===== src/rtl/delay_calib_if.sv =====
// Bus bundle between the calibration controller and its user / delay line.
// master drives requests and line data; slave is the controller.
interface delay_calib_if;
  logic        start;
  logic        cfg_wr;
  logic [15:0] cfg_data;
  logic [63:0] din;
  logic [15:0] cfg_out;
  logic        busy;
  logic        done;
  logic [3:0]  fail;

  modport master (
    output start, cfg_wr, cfg_data, din,
    input  cfg_out, busy, done, fail
  );

  modport slave (
    input  start, cfg_wr, cfg_data, din,
    output cfg_out, busy, done, fail
  );
endinterface


===== src/rtl/delay_calib.sv =====
// Tap sweep calibration for the four-lane SRL delay line: finds each lane's
// longest error-free tap window and programs the lane to its centre.
module delay_calib #(
  parameter logic [15:0] TRAIN  = 16'hA5C3,
  parameter int          SETTLE = 20,
  parameter int          DWELL  = 256
) (
  input logic          aclk,
  input logic          areset,
  delay_calib_if.slave bus
);

  typedef enum logic [1:0] {S_IDLE, S_SETTLE, S_MEASURE, S_FINISH} state_t;

  state_t      state_reg;
  logic [3:0]  tap_reg;
  logic [15:0] cnt_reg;
  logic [63:0] din_reg;
  logic [15:0] cfg_out_reg;
  logic        busy_reg;
  logic        done_reg;
  logic [3:0]  fail_reg;

  logic        sweep_init;
  logic        dwell_end;
  logic [3:0]  fail_next;
  logic [15:0] cfg_fin;

  assign sweep_init = (state_reg == S_IDLE) && bus.start;
  assign dwell_end  = (state_reg == S_MEASURE) && (cnt_reg == 16'(DWELL - 1));

  always_ff @(posedge aclk) begin
    if (areset) din_reg <= '0;
    else        din_reg <= bus.din;
  end

  for (genvar gi = 0; gi < 4; gi++) begin : g_lane
    logic       err_reg;
    logic [3:0] cur_start_reg;
    logic [4:0] cur_len_reg;
    logic [3:0] best_start_reg;
    logic [4:0] best_len_reg;
    logic       err_now;
    logic [3:0] fin_start;
    logic [4:0] fin_len;

    // err_now folds in the current cycle so the last dwell cycle still counts
    assign err_now   = err_reg | (din_reg[16*gi +: 16] != TRAIN);
    assign fin_start = (cur_len_reg > best_len_reg) ? cur_start_reg : best_start_reg;
    assign fin_len   = (cur_len_reg > best_len_reg) ? cur_len_reg   : best_len_reg;
    assign fail_next[gi]       = (fin_len == 5'd0);
    assign cfg_fin[4*gi +: 4]  = fail_next[gi] ? 4'h0
                                 : fin_start + 4'((fin_len - 5'd1) >> 1);

    always_ff @(posedge aclk) begin
      if (areset || sweep_init) begin
        err_reg        <= 1'b0;
        cur_start_reg  <= 4'h0;
        cur_len_reg    <= 5'd0;
        best_start_reg <= 4'h0;
        best_len_reg   <= 5'd0;
      end else begin
        if (state_reg == S_SETTLE)       err_reg <= 1'b0;
        else if (state_reg == S_MEASURE) err_reg <= err_now;

        if (dwell_end) begin
          if (!err_now) begin
            if (cur_len_reg == 5'd0) cur_start_reg <= tap_reg;
            cur_len_reg <= cur_len_reg + 5'd1;
          end else begin
            // strict compare: on a tie the earlier run is kept
            if (cur_len_reg > best_len_reg) begin
              best_start_reg <= cur_start_reg;
              best_len_reg   <= cur_len_reg;
            end
            cur_len_reg <= 5'd0;
          end
        end
      end
    end
  end

  always_ff @(posedge aclk) begin
    if (areset) begin
      state_reg   <= S_IDLE;
      tap_reg     <= 4'h0;
      cnt_reg     <= 16'h0;
      cfg_out_reg <= 16'h0000;
      busy_reg    <= 1'b0;
      done_reg    <= 1'b0;
      fail_reg    <= 4'h0;
    end else begin
      case (state_reg)
        S_IDLE: begin
          if (bus.start) begin
            tap_reg     <= 4'h0;
            cnt_reg     <= 16'h0;
            cfg_out_reg <= 16'h0000;
            busy_reg    <= 1'b1;
            done_reg    <= 1'b0;
            fail_reg    <= 4'h0;
            state_reg   <= S_SETTLE;
          end else if (bus.cfg_wr) begin
            cfg_out_reg <= bus.cfg_data;
          end
        end
        S_SETTLE: begin
          if (cnt_reg == 16'(SETTLE - 1)) begin
            cnt_reg   <= 16'h0;
            state_reg <= S_MEASURE;
          end else begin
            cnt_reg <= cnt_reg + 16'h1;
          end
        end
        S_MEASURE: begin
          if (dwell_end) begin
            cnt_reg <= 16'h0;
            if (tap_reg != 4'hF) begin
              tap_reg     <= tap_reg + 4'h1;
              cfg_out_reg <= {4{tap_reg + 4'h1}};
              state_reg   <= S_SETTLE;
            end else begin
              state_reg <= S_FINISH;
            end
          end else begin
            cnt_reg <= cnt_reg + 16'h1;
          end
        end
        S_FINISH: begin
          cfg_out_reg <= cfg_fin;
          fail_reg    <= fail_next;
          done_reg    <= 1'b1;
          busy_reg    <= 1'b0;
          state_reg   <= S_IDLE;
        end
        default: state_reg <= S_IDLE;
      endcase
    end
  end

  assign bus.cfg_out = cfg_out_reg;
  assign bus.busy    = busy_reg;
  assign bus.done    = done_reg;
  assign bus.fail    = fail_reg;

endmodule


===== src/flat_wrapper.sv =====
// flat-port wrapper written by rule: the top's interface ports become plain ports
module delay_calib_flat 
#(
  parameter logic [15:0] TRAIN  = 16'hA5C3,
  parameter int          SETTLE = 20,
  parameter int          DWELL  = 256
)
  (aclk, areset, bus_start, bus_cfg_wr, bus_cfg_data, bus_din, bus_cfg_out, bus_busy, bus_done, bus_fail);
  delay_calib_if bus_i ();
  input logic aclk;
  input logic areset;
  input wire logic [$bits(bus_i.start)-1:0] bus_start;
  input wire logic [$bits(bus_i.cfg_wr)-1:0] bus_cfg_wr;
  input wire logic [$bits(bus_i.cfg_data)-1:0] bus_cfg_data;
  input wire logic [$bits(bus_i.din)-1:0] bus_din;
  output wire logic [$bits(bus_i.cfg_out)-1:0] bus_cfg_out;
  output wire logic [$bits(bus_i.busy)-1:0] bus_busy;
  output wire logic [$bits(bus_i.done)-1:0] bus_done;
  output wire logic [$bits(bus_i.fail)-1:0] bus_fail;
  assign bus_i.start = bus_start;
  assign bus_i.cfg_wr = bus_cfg_wr;
  assign bus_i.cfg_data = bus_cfg_data;
  assign bus_i.din = bus_din;
  assign bus_cfg_out = bus_i.cfg_out;
  assign bus_busy = bus_i.busy;
  assign bus_done = bus_i.done;
  assign bus_fail = bus_i.fail;
  delay_calib #(.TRAIN(TRAIN), .SETTLE(SETTLE), .DWELL(DWELL)) u_core (.aclk(aclk), .areset(areset), .bus(bus_i));
endmodule

===== config.mk =====
export PLATFORM = sky130hd
export DESIGN_NAME = delay_calib_flat
export DESIGN_NICKNAME = d
export VERILOG_FILES = /design/src/rtl/delay_calib_if.sv /design/src/rtl/delay_calib.sv /design/src/flat_wrapper.sv
export SDC_FILE = /design/constraint.sdc
export NUM_CORES = 1
export LEC_CHECK = 0
export ABC_AREA = 1
export CORE_MARGIN = 10
export CORE_UTILIZATION = 60
export CTS_CLUSTER_DIAMETER = 30
export DETAILED_ROUTE_END_ITERATION = 12
export PLACE_DENSITY = 0.85
export SYNTH_ARGS = -nofsm -noshare
export SYNTH_HDL_FRONTEND = slang
export SYNTH_SLANG_ARGS = --single-unit

===== constraint.sdc =====
create_clock -name aclk -period 7.32 [get_ports aclk]
set_clock_uncertainty 0.2 [all_clocks]
set_input_delay 1.098 -clock aclk [delete_from_list [all_inputs] [get_ports aclk]]
set_output_delay 1.098 -clock aclk [all_outputs]
set_load 0.01 [all_outputs]

-- Yosys cells after proc, flatten, opt, wreduce, memory -nomap -nowiden
Index checks and enable logic that the tools add are counted.
- bits in registers: 184
- latch bits: 0
- RAM bits: 0
- ROM bits: 0
- memories: 0
- $add $sub $neg: 14
- multipliers: 0
- div/mod/pow operators: 0
- order comparisons: 4
- eq/ne operators: 15
- shift-type cells: 0
- multiplexer cells: 39
- bitwise logic cells: 8
- reductions and logical operators: 30
- operators by type and width (cell ; number):
    2-to-1 mux 16 bit ; 7
    case mux 16 bit (3 select lines) ; 2
    inequality test 16 bit (second input constant) ; 4
    2-to-1 mux 4 bit ; 11
    zero test 5 bit ; 8
    2-to-1 mux 5 bit ; 8
    adder 5 x 1 -> 5 bit (second input constant) ; 4
    > comparator 5 bit ; 4
    subtractor 5 x 1 -> 5 bit (second input constant) ; 4
    adder 16 x 1 -> 16 bit (second input constant) ; 1
    adder 4 bit ; 4
    == test 16 x 5 -> 1 bit (second input constant) ; 1
    == test 16 x 8 -> 1 bit (second input constant) ; 1
    case mux 4 bit (2 select lines) ; 2
    AND reduction 3 bit ; 5
    AND reduction 2 bit ; 6
    2-to-1 mux 2 bit ; 4
    case mux 2 bit (4 select lines) ; 1
    AND reduction 4 bit ; 2
    inequality test 2 bit (second input constant) ; 3
    nonzero test 3 bit ; 2
    adder 4 x 1 -> 4 bit (second input constant) ; 1
    == test 2 bit (second input constant) ; 2
    inequality test 4 bit (second input constant) ; 1
    12 further kinds ; 22

-- Depth between registers and ports, before layout
Gate-level depths: netlist of run 1.
- word-level depth: 6
- mapped depth: 26
- depth with buffers taken out: 25

-- Worst setup path after synthesis of run 1
No wires, ideal clock.
- path kind: register to register
- start: register u_core.g_lane[3].best_len_reg[4]
- end: register u_core.cfg_out_reg[15] (netlist: u_core.bus.cfg_out[15])
- arrival: 3.163 ns
- required time: 7.050 ns
- path slack: 3.887 ns
- cell stages (with the launch flop): 23
- path buffers: 1
- clock period less this slack: 3.433 ns
- cell sequence: dfxtp_1 > inv_1 > ha_1 > nand2_1 > nor2_1 > nand2_1 > nand3_1 > nand2_1 > buf_2 > o21ai_0 > ha_1 > xor2_1 > inv_1 > ha_1 > a21o_1 > a21oi_1 > nand3b_1 > nand2_1 > nand2_1 > nand2_1 > nand2_1 > nand3_1 > a21oi_1
- cells in the longest elaborated chain, start to end: 6
- elaborated cells on any way between the ends: 8
- classes of those cells: 2 x add/sub; 1 x order compare; 4 x mux; 1 x reduce/logical
- RTL lines (what ; RTL line ; source):
    start: declaration ; delay_calib.sv:42 ; logic [4:0] best_len_reg;
    start signal: assignment ; delay_calib.sv:74 ; best_len_reg <= cur_len_reg;
    > comparator 5 bit ; delay_calib.sv:49, delay_calib.sv:50 ;
    2-to-1 mux 5 bit ; - ;
    subtractor 5 x 1 -> 5 bit ; delay_calib.sv:53 ; : fin_start + 4'((fin_len - 5'd1) >> 1);
    adder 4 bit ; delay_calib.sv:53 ;
    2-to-1 mux 4 bit * ; delay_calib.sv:52 ; assign cfg_fin[4*gi +: 4] = fail_next[gi] ? 4'h0
    case mux 16 bit (3 select lines) * ; delay_calib.sv:93 ; case (state_reg)
    end signal: assignment ; delay_calib.sv:104 ; cfg_out_reg <= bus.cfg_data;
    end signal: assignment ; delay_calib.sv:120 ; cfg_out_reg <= {4{tap_reg + 4'h1}};
    end signal: assignment ; delay_calib.sv:130 ; cfg_out_reg <= cfg_fin;
    end: declaration ; delay_calib.sv:19 ; logic [15:0] cfg_out_reg;
Mark *: on every way between the ends. The rest lies on a longest branch, timed or not.
A chain may end at the register's enable or synchronous reset.

-- Final worst setup path of run 1
Ends and elaborated chain as after synthesis.

==> impl_metrics.py, run 1 <==
metrics = {
    "sta": {
        "timing.final.crit_period_ns": 4.03,
        "max_freq_ghz": 0.248,
        "slew_viol_final": 0,
        "rsz0062_at_grt": "false",
        "finalSetupTns_ns": 0,
        "setup_ws_ns": 3.29,
        "setup_viol": 0,
        "hold_ws_ns": 0.269,
        "period_share_pct": 55.0,
        "maxSlewHeadroom_pct": 46.9,
        "tightest_slew_ns": 0.796,
        "hold_violations": 0,
    },
    "power_and_ir_drop": {
        "ir_drop_v": 0.000182,
        "power_density_nw_per_um2": 230,
        "leakage_nw": 4.79,
    },
    "yosys": {
        "synthesis.area_sq_um": 9270,
        "synth_cell_type_count": 41,
        "async_flop_share_pct": 0,
        "synthesis.instances": 1319,
        "synth-seq-cells": 184,
        "yosys_warnings": 0,
        "synth.net_count": 1458,
        "synthTopCellsByCount": "inv_1, nand2_1, nor2_1",
        "synth-edff-count": 0,
        "synth_top_area_cell": "dfxtp_1",
        "synthTopCellsByArea": "dfxtp_1, inv_1, nand2_1, nor2_1, ha_1",
        "ys_seq_area_share_pct": 39.8,
        "syn_avg_cell_area_sq_um": 7.02,
        "yosysTopAreaCellShare_pct": 39.8,
        "synthMostInstantiatedCell": "inv_1",
        "synthFlopType": "dfxtp_1",
    },
    "cts": {
        "cts_resized": 0,
        "htreeDepth": 4,
        "cts_tree": "done",
        "postCtsHoldBufs": 0,
        "clk_pin_slew_worst_paths_ns": 0.07,
        "clkLatencyLatePin_ns": 0.43,
        "cts_root_buf": "clkbuf_16",
        "cts_made_buffers": 17,
        "postCtsSetupBuffers": 0,
        "clock_path_buffers": 2,
        "cts_sinks": 184,
    },
    "worst_setup_path": {
        "crit_top_cell": "nand2_1",
        "worstPathRequired_ns": 7.48,
        "cp_cell_sequence": "inv_1 -> ha_1 -> nand2_1 -> nor2_1 -> nand2_1 -> nand3_1 -> nand2_1 -> o21ai_0 -> ha_1 -> xor2_1 -> inv_1 -> ha_1 -> a21o_1 -> a21oi_1 -> nand3b_1 -> nand2_1 -> nand2_1 -> nand2_1 -> nand2_1 -> nand3_1 -> a21oi_1",
        "arrival_ns": 4.19,
        "startpoint_type": "register",
        "cp_max_fo": 13,
        "path_buf_inv": 2,
        "slowest_stage": "o21ai_0",
        "critPathTopFamily": "simple AND/OR/NAND/NOR gates",
        "critPathCaptureType": "register",
        "r2r_slack_ns": 3.29,
        "max_stage_delay_ns": 0.51,
        "worst-setup-path-type": "reg -> reg",
    },
    "final_layout": {
        "nNetsFinal": 1556,
        "largest_reg_flops": 64,
        "drive_above_1_share_pct": 4.41,
        "area_delta_synth_final_pct": 18.4,
        "antenna-diode-count": 0,
        "fin_util_pct": 72.4,
        "final-instance-count-excl-fill": 1618,
    },
    "place": {
        "place_ws_ns": 3.06,
        "port_buffers": 105,
        "placed_cells": 1586,
        "gp_congestion": 0.888,
        "dpl.hpwl_um": 16500,
    },
    "route": {
        "drt_wl_total_um": 21900,
        "drt_pass1_iterations": 6,
        "route.detailed.drc": 0,
        "wl_per_cell_um": 13.5,
        "ant_nets": 0,
        "drt_iter0_drc": 605,
        "avgViaCountPerCell": 5.31,
        "via_count": 8584,
    },
    "job": {
        "timing.max_cap.violations": 0,
    },
    "hold_path": {
        "hold_class": "reg -> reg",
    },
    "die": {
        "start_util_pct": 61.2,
        "dieHeight_um": 144,
        "coreArea_sq_um": 15100,
        "die-area_sq_um": 20800,
        "fp.dieW_um": 144,
        "boundaryPins": 106,
        "fp-row-count": 45,
    },
    "status": {
        "status": "completed",
    },
    "global_routing": {
        "overflow": 0,
        "grt_pass1_wl_um": 36400,
        "antenna_found_initial": 0,
        "grtUsageTotal_pct": 21.2,
        "grt_pass1_vias": 8145,
        "grt_max_degree": 74,
    },
}
per-stage QoR:
step                area, sq um  power, mW
floorplan                  9270       1.47
global placement          10400       1.66
detailed placement        10400       1.67
CTS                       11000       2.52
global route              11000       2.63
finish                    11000       2.52
cell type report:
cell class,instances,area (sq um)
fill,1162,4180
clock buffer,19,443
tap,188,235
clock inverter,13,115
sequential,184,3680
timing repair buffer,110,1080
inverter,267,1000
multi-input combinational,837,4410
cell families after synthesis:
| kind of cell | share of synthesized area (%) |
|---|---|
| buffers and inverters | 12.7 |
| XOR/XNOR | 2.08 |
| flip-flops | 39.8 |
| AND/OR/NAND/NOR | 26.7 |
| AO/OA/AOI/OAI | 11.1 |
| adder cells (fa/ha/maj) | 7.75 |
layer usage:
metal	part of all wire, %	GRT usage [%]
met1	43	25.7
met2	48	35.3
met3	6.3	5.25
met4	2.7	8.94
met5	0	0
cells in the final DEF (no fill, tap or decap), drive strengths merged:
cell type and count:
a211oi 5, clkinv 7, clkdlybuf4s50 104, o21a 4
clkinvlp 2, fa 4, or2 6, buf 6
nor3b 1, nor4 8, a21o 1, a31oi 3
nor2 194, ha 51, nand3 71, nand2 234
xnor2 5, clkbuf 19, nand4 36, inv 271
nor3 24, xor2 17, o21ai 82, o22ai 30
a21oi 59, or3 1, dfxtp 184, nand3b 1
power by group:
part           switching [mW]  leakage, nW  total (mW)  internal [mW]
Combinational           0.322         3.01       0.535          0.213
Clock                   0.413        0.268       0.866          0.453
Sequential             0.0478         1.50        1.12           1.07
worst paths after layout:
path / end / from / cells after the start
max reg2reg: u_core.bus.cfg_out[15]$_SDFFE_PP0P_ / u_core.g_lane[3].best_len_reg[4]$_SDFFE_PP0P_ / 21
max: u_core.bus.cfg_out[15]$_SDFFE_PP0P_ / u_core.g_lane[3].best_len_reg[4]$_SDFFE_PP0P_ / 21
min: u_core.g_lane[2].cur_start_reg[1]$_SDFFE_PP0P_ / u_core.g_lane[2].cur_start_reg[1]$_SDFFE_PP0P_ / 2
min reg2reg: u_core.g_lane[2].cur_start_reg[1]$_SDFFE_PP0P_ / u_core.g_lane[2].cur_start_reg[1]$_SDFFE_PP0P_ / 2
worst min-delay path, delay by kind of cell (launching register included):
family,cells,cell delay (ns)
DFF,1,0.30
buffers and inverters,1,0.07
AOI/OAI and AO/OA,1,0.06
No activity file was read; power rests on OpenSTA's default activity.
==> run 2, diff against run 1 <==
--- a/config.mk
+++ b/config.mk
@@ -7,10 +7,10 @@
 export LEC_CHECK = 0
 export ABC_AREA = 1
 export CORE_MARGIN = 10
-export CORE_UTILIZATION = 60
+export CORE_UTILIZATION = 51
 export CTS_CLUSTER_DIAMETER = 30
 export DETAILED_ROUTE_END_ITERATION = 12
-export PLACE_DENSITY = 0.85
+export PLACE_DENSITY = 0.76
 export SYNTH_ARGS = -nofsm -noshare
 export SYNTH_HDL_FRONTEND = slang
 export SYNTH_SLANG_ARGS = --single-unit
==> constraint.sdc (replaced) <==
create_clock -name aclk -period 3.2 [get_ports aclk]
set_clock_uncertainty 0.2 [all_clocks]
set_input_delay 0.48 -clock aclk [delete_from_list [all_inputs] [get_ports aclk]]
set_output_delay 0.48 -clock aclk [all_outputs]
set_load 0.01 [all_outputs]
==> run 2 against run 1 <==
- sequential cell count is the same
- register-to-register slack got worse by 3.3 ns
- global-route usage shrank 3.2 points
- worst hold slack lost 0.013 ns
- clock power increased to 2.5 times the previous value
- first-iteration DRC count fell by 14%
- critical path depth rose by 1
- routed wire length grew 9.3%
- combinational power grew to 2.5 times the previous value
- via count increased by 2.1%
- maximum frequency rose by 27%
- largest cell class unchanged
- highest routed layer unchanged
==> impl_metrics.py, run 2 (synthesized netlist as in run 1, its figures left out) <==
metrics = {
    "power_and_ir_drop": {
        "power_density_nw_per_um2": 497,
        "finalPower_mw": 6.07,
        "ir_drop_v": 0.000432,
        "leakage_nw": 5.25,
    },
    "sta": {
        "hold_violations": 0,
        "period_share_pct": 99.4,
        "timing.final.crit_period_ns": 3.18,
        "max_freq_ghz": 0.315,
        "hold_ws_ns": 0.256,
        "slew_viol_final": 0,
        "rsz0062_at_grt": "true",
        "maxSlewHeadroom_pct": 52.9,
        "tightest_slew_ns": 0.707,
        "setup_viol": 0,
    },
    "worst_setup_path": {
        "worstPathRequired_ns": 3.37,
        "crit_top_cell": "nand2_1",
        "critPathCaptureType": "register",
        "r2r_cells": 22,
        "slowest_stage": "dfxtp_2",
        "r2r_slack_ns": 0.02,
        "startpoint_type": "register",
        "cp_max_fo": 7,
        "max_stage_delay_ns": 0.34,
        "rr_startpoint": "u_core.g_lane[3].best_len_reg[4]$_SDFFE_PP0P_",
        "worst-setup-path-type": "reg -> reg",
        "arrival_ns": 3.35,
        "path_buf_inv": 3,
        "reg2reg_to": "u_core.bus.cfg_out[15]$_SDFFE_PP0P_",
        "cp_cell_sequence": "inv_2 -> ha_4 -> nand2_4 -> nor2_4 -> nand2_2 -> nand3_4 -> nand2_4 -> buf_6 -> nand2_1 -> nand2_2 -> xor2_2 -> inv_1 -> ha_1 -> a21o_1 -> a21oi_2 -> nand3b_1 -> nand2_1 -> nand2_1 -> nand2_1 -> nand2_1 -> nand3_2 -> a21oi_2",
        "critPathTopFamily": "simple AND/OR/NAND/NOR gates",
    },
    "place": {
        "gp_congestion": 0.910,
        "dpl.hpwl_um": 17000,
        "port_buffers": 105,
    },
    "route": {
        "avgViaCountPerCell": 5.08,
        "route.detailed.drc": 0,
        "wl_per_cell_um": 13.9,
        "drt_pass1_iterations": 6,
        "via_count": 8765,
        "ant_nets": 0,
        "drt_iter0_drc": 523,
        "drt_wl_total_um": 23900,
    },
    "final_layout": {
        "final_common_cell": "inv_1",
        "antenna-diode-count": 0,
        "most-common-layout-cells": "inv_1, nand2_1, nor2_1",
        "ff_latch_area_sq_um": 3700,
        "area_delta_synth_final_pct": 31.9,
        "largest_reg_flops": 64,
        "drive_above_1_share_pct": 17.0,
        "nNetsFinal": 1622,
        "fill_cells": 1399,
        "multiInputGateArea_sq_um": 5020,
    },
    "global_routing": {
        "overflow": 0,
        "antenna_found_initial": 0,
        "grt_max_degree": 73,
        "grtUsageTotal_pct": 18.1,
        "grt_pass1_wl_um": 36700,
        "grt_pass1_vias": 8078,
    },
    "hold_path": {
        "hold_class": "reg -> reg",
        "holdPathStages": 2,
        "min_from": "u_core.g_lane[3].cur_start_reg[2]$_SDFFE_PP0P_",
        "hold_path_end": "u_core.g_lane[3].cur_start_reg[2]$_SDFFE_PP0P_",
    },
    "die": {
        "fp.dieW_um": 155,
        "start_util_pct": 51.8,
        "boundaryPins": 106,
        "fp-row-count": 49,
        "dieHeight_um": 155,
        "coreArea_sq_um": 17900,
        "die-area_sq_um": 24000,
    },
    "status": {
        "status": "completed",
    },
    "cts": {
        "cts_root_buf": "clkbuf_16",
        "clk_pin_slew_worst_paths_ns": 0.07,
        "htreeDepth": 4,
        "clock_path_buffers": 2,
        "cts_tree": "done",
        "cts_made_buffers": 17,
        "clkLatencyLatePin_ns": 0.44,
        "cts_sinks": 184,
    },
    "job": {
        "timing.max_cap.violations": 0,
    },
}
-- run 2: cell types whose count changed in the layout (fill, tap and decap cells not counted), moves of 7 or more --
cell and delta:
dfxtp_2 +17, dfxtp_1 -17, nand2_1 -34, buf_4 +60, inv_2 +17, ha_4 +18
o21ai_0 -7, nand2_2 +25, nand2_4 +9, nand3_1 -14, inv_1 -18, nand3_2 +12
ha_1 -19
-- run 2: worst max path at each step --
| stage | slack (ns) | end | cells past startpoint | startpoint |
|---|---|---|---|---|
| 2_1_floorplan | -0.03 | u_core.bus.cfg_out[15]$_SDFFE_PP0P_ | 23 | u_core.g_lane[3].best_len_reg[4]$_SDFFE_PP0P_ |
| 3_3_place_gp | 0.007 | u_core.bus.cfg_out[15]$_SDFFE_PP0P_ | 22 | u_core.g_lane[3].best_len_reg[4]$_SDFFE_PP0P_ |
| 3_5_place_dp | -0.11 | u_core.bus.cfg_out[15]$_SDFFE_PP0P_ | 22 | u_core.g_lane[3].best_len_reg[4]$_SDFFE_PP0P_ |
| 4_1_cts | -0.03 | u_core.bus.cfg_out[15]$_SDFFE_PP0P_ | 22 | u_core.g_lane[3].best_len_reg[4]$_SDFFE_PP0P_ |
| 5_1_grt | -0.18 | u_core.bus.cfg_out[15]$_SDFFE_PP0P_ | 22 | u_core.g_lane[3].best_len_reg[4]$_SDFFE_PP0P_ |
| 6_report | 0.02 | u_core.bus.cfg_out[15]$_SDFFE_PP0P_ | 22 | u_core.g_lane[3].best_len_reg[4]$_SDFFE_PP0P_ |
-- run 2: final cells by class --
cell class,count,area share [%]
Sequential cell,184,30.3
Multi-Input combinational cell,837,41.1
Clock buffer,18,3.51
Tap cell,229,2.35
Inverter,267,8.22
Clock inverter,14,1.43
Timing Repair Buffer,176,13.1
-- run 2: worst reg2reg max path: cells and delay by family (launching register included) --
kind                       cells  cell delay [ns]
DFF                            1             0.34
adders and majority gates      2             0.54
and+or+nand+nor               13             1.14
buffers and inverters          3             0.27
AOI/OAI and AO/OA              3             0.43
xor gates and xnor gates       1             0.20
-- run 2: where the power goes --
group	internal, mW	switching, mW
Combinational	0.527	0.810
Sequential	2.45	0.114
Clock	1.19	0.987
-- run 2: per-stage QoR --
step,worst slack (ns),TNS [ns],instances,util (%),area (sq um)
after global routing,-0.181,-0.638,1725,68.2,12200
after detailed placement,-0.114,-0.223,1671,60.4,10800
final,0.0204,0,1725,68.2,12200
after CTS,-0.0270,-0.0270,1705,64.0,11500
after global placement,0.00709,0,1671,60.4,10800
after floorplan,-0.0266,-0.0266,1319,-,9290
-- run 2: repair_timing --
| item | in CTS | in global routing |
|---|---|---|
| setup buffers | 2 | 20 |
| cloned | 0 | 0 |
| pin swaps | 4 | 75 |
| endpoints found under the setup margin | 4 | 10 |
| resized for setup | 9 | 147 |
| hold buffers | 0 | 0 |
-- run 2: metal layers --
layer,vias to the layer above,wire length (um),GRT usage (%)
li1,4492,-,-
met1,4010,10500,22.2
met2,212,11800,30.2
met3,51,1080,4.55
met4,0,586,5.89
met5,-,0,0
==> run 3, diff against run 2 <==
==> constraint.sdc (replaced) <==
create_clock -name aclk -period 3.2 [get_ports aclk]
set_clock_uncertainty 0.2 [all_clocks]
set_input_delay 0.48 -clock aclk [delete_from_list [all_inputs] [get_ports aclk]]
set_output_delay 0.48 -clock aclk [all_outputs]
set_load 0.005 [all_outputs]
==> results of run 3 <==
The final DEF is identical to that of run 2. Status: completed.
Main changes from that run: total power 6.07 mW -> 6.04 mW; worst IR drop on VDD 0.000432 V -> 0.000431 V
